$ cat src/rtl/seq_det4.sv
// seq_det4: detects the four-symbol pattern P0,P1,P2,P3 in a valid-qualified
// symbol stream. It produces a registered one-cycle detect pulse per match,
// a saturating 8-bit match counter with a synchronous clear, and exposes the
// FSM state for debug.
// Optional feature macro: SEQ_DET_OVERLAP_EN -- when defined, the symbol that
// completes a match may also start the next pattern (only possible if P3==P0).
module seq_det4 #(
    parameter int WIDTH = 3,
    parameter int P0    = 4,
    parameter int P1    = 2,
    parameter int P2    = 3,
    parameter int P3    = 4
) (
    input  logic             clk,
    input  logic             rst_n,
    input  logic             in_valid,
    input  logic [WIDTH-1:0] in_data,
    input  logic             clr,
    output logic             detect,
    output logic [7:0]       match_cnt,
    output logic [1:0]       state
);

    // Pattern symbols truncated to the symbol width so every comparison
    // covers exactly WIDTH bits.
    localparam logic [WIDTH-1:0] L_P0 = WIDTH'(P0);
    localparam logic [WIDTH-1:0] L_P1 = WIDTH'(P1);
    localparam logic [WIDTH-1:0] L_P2 = WIDTH'(P2);
    localparam logic [WIDTH-1:0] L_P3 = WIDTH'(P3);

    // Progress through the pattern: number of leading symbols already seen.
    localparam logic [1:0] S0 = 2'd0;
    localparam logic [1:0] S1 = 2'd1;
    localparam logic [1:0] S2 = 2'd2;
    localparam logic [1:0] S3 = 2'd3;

    logic [1:0]       r_state;
    logic             r_detect;
    logic [7:0]       r_match_cnt;

    logic [1:0]       w_next_state;
    logic             w_accept;
    logic [WIDTH-1:0] w_expected;
    logic             w_is_p0;
    logic [1:0]       w_restart_state;
    logic [1:0]       w_after_match_state;

    // Symbol the current state is waiting for (S3 is handled separately).
    always_comb begin
        w_expected = L_P0;
        case (r_state)
            S0:      w_expected = L_P0;
            S1:      w_expected = L_P1;
            S2:      w_expected = L_P2;
            default: w_expected = L_P3;
        endcase
    end

    // Where to go on a mismatch: the offending symbol may itself start a pattern.
    assign w_is_p0         = (in_data == L_P0);
    assign w_restart_state = w_is_p0 ? S1 : S0;

`ifdef SEQ_DET_OVERLAP_EN
    // The completing symbol is allowed to be the first symbol of the next pattern.
    assign w_after_match_state = w_restart_state;
`else
    // The completing symbol is consumed by the match and never reused.
    assign w_after_match_state = S0;
`endif

    // Next-state and match-accept decode; nothing moves without in_valid.
    always_comb begin
        w_next_state = r_state;
        w_accept     = 1'b0;
        if (in_valid) begin
            if (r_state == S3 && in_data == L_P3) begin
                w_accept     = 1'b1;
                w_next_state = w_after_match_state;
            end else if (r_state != S3 && in_data == w_expected) begin
                w_next_state = r_state + 2'd1;
            end else begin
                w_next_state = w_restart_state;
            end
        end
    end

    // FSM state and registered detect pulse; clr deliberately has no effect here.
    always_ff @(posedge clk) begin
        if (!rst_n) begin
            r_state  <= S0;
            r_detect <= 1'b0;
        end else begin
            r_state  <= w_next_state;
            r_detect <= w_accept;
        end
    end

    // Saturating match counter; clr wins over a same-cycle increment.
    always_ff @(posedge clk) begin
        if (!rst_n) begin
            r_match_cnt <= 8'd0;
        end else if (clr) begin
            r_match_cnt <= 8'd0;
        end else if (w_accept && r_match_cnt != 8'hFF) begin
            r_match_cnt <= r_match_cnt + 8'd1;
        end
    end

    assign detect    = r_detect;
    assign match_cnt = r_match_cnt;
    assign state     = r_state;

endmodule

$ cat config.mk
export PLATFORM = sky130hd
export DESIGN_NAME = seq_det4
export DESIGN_NICKNAME = d
export VERILOG_FILES = /design/src/rtl/seq_det4.sv
export SDC_FILE = /design/constraint.sdc
export NUM_CORES = 1
export LEC_CHECK = 0
export CAP_MARGIN = 20
export CORE_MARGIN = 2
export CORE_UTILIZATION = 40
export DETAILED_ROUTE_END_ITERATION = 10
export PLACE_DENSITY_LB_ADDON = 0.25
export SYNTH_ARGS = -nofsm -noshare
export SYNTH_HDL_FRONTEND = slang
export SYNTH_SLANG_ARGS = --single-unit
$ cat constraint.sdc
create_clock -name clk -period 2.3 [get_ports clk]
set_clock_uncertainty 0.05 [all_clocks]
set_input_delay 0.345 -clock clk [delete_from_list [all_inputs] [get_ports clk]]
set_output_delay 0.345 -clock clk [all_outputs]
set_load 0.01 [all_outputs]
==> results.toml <==
[status]
status = "finished clean"

[floorplan]
coreArea_mm2 = 0.00154
dieArea_mm2 = 0.00203
die_width_um = 45.1
die_h_um = 45.1
start_util_pct = 43.8
ios = 18
row_count = 14

[final_layout]
nFillCells = 128
multi_input_area_um2 = 444
drive_gt1_share_pct = 7.53
layout_commonest_cell = "clkdlybuf4s50_1"
area_delta_synth_final_pct = 32.0
num_antenna_cells = 0
seq_area_um2 = 220
nNetsFinal = 104
fin_area_um2 = 892
final_cell_mix = "clkdlybuf4s50_1, dfxtp_1, nand2_1"

[synth]
synth_compound_area_share_pct = 25.2
synth_xor_area_share_pct = 1.30
synth-simple-area-share_pct = 30.7
yosysTopAreaCell = "dfxtp_1"
synth.area.top_cells = "dfxtp_1, ha_1, and3_1"
syn_avg_cell_area_um2 = 9.38
synth_fp_nets = 82
synth_adder_area_share_pct = 5.56
synth.cell_area_um2 = 676
synth.top_cell.area_share_pct = 32.6
synth-seq-cells = 11
syn_inst = 72
ys_warn_count = 0
synthMuxAreaShare_pct = 2.96
synth_top_family_by_area = "simple AND/OR/NAND/NOR gates"
synth_cell_type_count = 34
ys_seq_area_share_pct = 32.6

[sta]
max_freq_ghz = 0.557
finalCritPeriodShare_pct = 78.1
fin_tns_setup_ns = 0
min_period_ns = 1.80
hold_slack_ns = 0.452
worst_pin_slew_ns = 0.386
rsz0062_at_grt = "no"
hold_viol_final = 0
report.final.slew_viol_count = 0
setup_viol = 0
slew_headroom_pct = 74.2

[clocking]
cts.sinks = 11
root_buffer = "clkbuf_4"
worst_skew_pair.late_latency_ns = 0.27
cts_resized = 0
cts_max_level = 1
cts_buffers = 3
postCtsSetupRepairBufs = 0
cts_tree = "yes"
clk_path_buf_depth = 2
clk_pin_slew_ns = 0.07
hold_buffers = 0

[run]
drv_cap = 0

[worst_setup_path]
startpoint_type = "register"
crit_type = "reg -> reg"
crit_family = "simple AND/OR/NAND/NOR gates"
cp_data_required_time_ns = 2.47
critPathArrivalTime_ns = 1.97
r2r_start = "state[0]"
cp-startpoint = "state[0]"
critPathCaptureType = "register"
worst_path_largest_cell_delay_ns = 0.40
critical_path_buf_inv_count = 1
crit_fanout = 4
worstPathCellList = "inv_1 > ha_1 > or3b_1 > nor4_1 > o21a_1"
crit_slowest_cell = "or3b_1"

[routing]
avgRoutedWirePerCell_um = 14.1
drt_iter0_drc = 16
first_pass_iters = 4
ant_nets = 0
route.detailed.drc = 0
vias_per_cell = 5.94
wl_um = 1530
dr_total_vias = 647

[placement]
post_dp_cell_area_um2 = 866
gp_congestion = 0.781
dp_hpwl_um = 1170
port-buffer-count = 17

[power]
peakVddDrop_mv = 0.349
p_leak_uw = 0.000324
cellPowerDensity_mw_per_mm2 = 397

[global_routing]
overflow = 0
grt_pass1_vias = 535
grt_max_degree = 9
grt_usage_pct = 17.3
grt_antenna_before_repair = 0
grt_pass1_wl_um = 2510

[hold_path]
hold_class = "reg -> reg"
worstHoldStart = "match_cnt[1]"
sequential cells by signal (all words and copies together) (netlist names):
register / count
detect: 1
match_cnt: 8
state: 2
layer usage:
layer	wire length [um]	vias to the layer above	global-route usage (%)
met1	732	289	24.0
li1	-	325	-
met2	658	29	22.6
met4	31	0	10.6
met5	0	-	0
met3	109	4	6.00
worst paths after layout:
check	depth (start not counted)	to	slack, ns
worst max-delay path	5	state[1]	0.50
worst min-delay path	2	match_cnt[1]	0.45
worst max register to register	5	state[1]	0.50
worst min register to register	2	match_cnt[1]	0.45
logic make-up after synthesis:
logic type,after synthesis
DFF,11
buffers and inverters,3
and+or+nand+nor,33
xor gates and xnor gates,1
adders and majority gates,3
muxes,2
AOI/OAI and AO/OA,19
synth_stat cells, drive strengths merged:
| master | count |
|---|---|
| dfxtp | 11 |
| nand2 | 6 |
| and3 | 5 |
| a211oi | 4 |
| a41oi | 3 |
| and2 | 3 |
| ha | 3 |
| inv | 3 |
| nor2b | 3 |
| a21oi | 2 |
| a311oi | 2 |
| and4 | 2 |
| mux2i | 2 |
| nand2b | 2 |
| nor2 | 2 |
| o21a | 2 |
| or3b | 2 |
| a2111oi | 1 |
| a31oi | 1 |
| and2b | 1 |
| and4bb | 1 |
| nand3 | 1 |
| nand3b | 1 |
| nor3 | 1 |
| nor3b | 1 |
| nor4 | 1 |
| o2111ai | 1 |
| o211a | 1 |
| o311a | 1 |
| o32ai | 1 |
| or2b | 1 |
| xor2 | 1 |
power breakdown:
group	switching, uW	total (uW)	internal [uW]
registers	0.598	191	191
clock network	64.0	131	67.3
logic	14.5	31.2	16.7
total	79.1	354	275
through the flow:
stage	std cells	power [uW]	utilization [%]	setup slack (ns)
after global placement	105	226	56.2	0.412
after global routing	109	370	57.9	0.360
after CTS	109	361	57.9	0.490
after detailed placement	105	227	56.2	0.360
after floorplan	72	209	-	0.563
final	109	354	57.9	0.504
worst min-delay path: cells and delay by family, from the launching register on:
kind	cells	cell delay [ns]
mux	1	0.06
simple gates	1	0.06
flops	1	0.34
layout make-up:
cell class	count	area share [%]
tap	16	2.24
timing repair buffer	17	19.1
sequential	11	24.7
clock buffer	4	2.95
multi-input combinational	58	49.8
inverter	3	1.26
No activity file was read; power rests on OpenSTA's default activity.
==> RTL change: new RTL, same flow settings <==
The parameter `WIDTH` goes from 3 to 6.
--- a/src/rtl/seq_det4.sv
+++ b/src/rtl/seq_det4.sv
@@ -7,3 +7,3 @@
 module seq_det4 #(
-    parameter int WIDTH = 3,
+    parameter int WIDTH = 6,
     parameter int P0    = 4,
Interface: changed (resized in_data); port bits go from 18 to 21. The function was not compared with the original's and may differ.
==> RTL change against the unedited design <==
Sequential cell count did not move; synthesized area fell by 5.7%; setup slack got worse by 0.29 ns; routed wire length fell by 12%; total power rose by 0.83%; sequential power barely moved; cell area rose by 0.28%; largest power group unchanged.
==> RTL change: results (changes against the unedited design) <==
Placed design
  • Detailed-placement wirelength estimate: 1053 µm (-10%)
  • Placed inst area: 868.3 µm² (+0.29%)
  • RePlAce Congestion: 0.7920 (+1.4%)
  • Number of I/O port buffers: 20 (+3)

Synth
  • Unique masters post-synth: 29 (-15%)
  • Synth cell count leaders: 11 x dfxtp_1, 6 x a21oi_1, 5 x nand2_1, 5 x nand3_1, 4 x inv_1
  • Top post-synthesis cells by area: dfxtp_1 35%, ha_1 5.9%, a21oi_1 4.7%
  • Sequential share of the synthesized area: 0.3458 (+0.01985)

GRT
  • GRT Total Usage: 0.1535 (-0.01967)
  • First-pass GRT wire length: 2180 µm (-13%)

Setup path
  • RR Endpoint: state[0]
  • Arrival @ worst endpoint: 2.19 ns (+0.22 ns)
  • CP delay by family, top: compound AO/OA/AOI/OAI gates
  • Crit-path max FO: 3 (-1)
  • Reg2reg path depth: 6 (+1)
  • Setup slack, reg-to-reg: 0.21 ns (-0.29 ns)
  • Critical-path top delay cell: or3b_4

Pwr
  • Lkg Pwr: 0.3133 nW (-3.3%)
  • Internal: 278.1 µW (+1.2%)
  • Gate power share: 0.097 (+0.009)
  • Sw Pwr: 78.77 µW (-0.36%)
  • VDD IR max: 292.6 µV (-16%)

Routing
  • Vias per cell: 5.613 (-5.4%)
  • Total Wirelength: 1344 µm (-12%)
  • M1 WL: 645 µm (-12%)
  • DRT iter0 DRCs: 17 (+1)
  • DR WL/cell: 12.11 µm (-14%)
  • Length of routed met3 wiring: 64 µm (-41%)

STA
  • Final period utilization: 0.9088 (+0.1280)
  • Worst slew pin tran: 0.4340 ns (+0.04839 ns)
  • Min Hold Slack: 0.4558 ns (+0.003821 ns)

Final layout
  • Nets: 109 (+4.8%)
  • Share of cells above drive strength 1: 0.1053 (+0.02999)

Outcome
  • Outcome: finished, final reports clean

Min path
  • Worst Hold End: match_cnt[7]
RTL change: cell types whose count changed after synthesis, moves of 3 or more:
cell / before / now
or3_1: 0 / 3
and3_1: 5 / 0
or4_1: 0 / 3
a41oi_1: 3 / 0
a21oi_1: 2 / 6
nand3_1: 1 / 5
o21ai_1: 0 / 3
a211oi_1: 3 / 0
and2_1: 3 / 0
RTL change: cells by family after synthesis:
group,after synthesis,share of synthesized area
XOR/XNOR,2,0.02751
flip-flops,11,0.3458
adder cells (fa/ha/maj),3,0.05895
buffers and inverters,5,0.04125
AO/OA/AOI/OAI,16,0.1886
AND/OR/NAND/NOR,31,0.3222
multiplexers,1,0.01572
RTL change: area by class of cell:
cell class	count	area (µm²)	area share
inverter	4	15.01	0.01678
timing repair buffer	23	222.7	0.2490
sequential	11	220.2	0.2462
tap	16	20.02	0.02238
clock buffer	4	26.28	0.02937
multi-input combinational	53	390.4	0.4364
RTL change: how the worst max path moves through the flow:
| stage | startpoint | to | depth (start not counted) |
|---|---|---|---|
| 6_report | state[0] | state[0] | 6 |
| 5_1_grt | state[0] | state[0] | 6 |
| 4_1_cts | state[0] | state[0] | 6 |
| 3_5_place_dp | in_data[1] | match_cnt[4] | 6 |
| 3_3_place_gp | in_data[1] | state[0] | 5 |
| 2_1_floorplan | state[0] | state[0] | 6 |
RTL change: worst register-to-register path: cells and delay by family, from the launching register on:
family | cells | cell delay, ns
buf+inv | 1 | 0.08
simple gates | 2 | 0.51
fa+ha+maj | 1 | 0.34
compound gates | 2 | 0.66
flops | 1 | 0.35
RTL change: metal layers:
metal | up-vias | global-route usage
met5 | - | 0
li1 | 315 | -
met1 | 289 | 0.2087
met4 | 0 | 0.07273
met3 | 4 | 0.05000
met2 | 15 | 0.2176
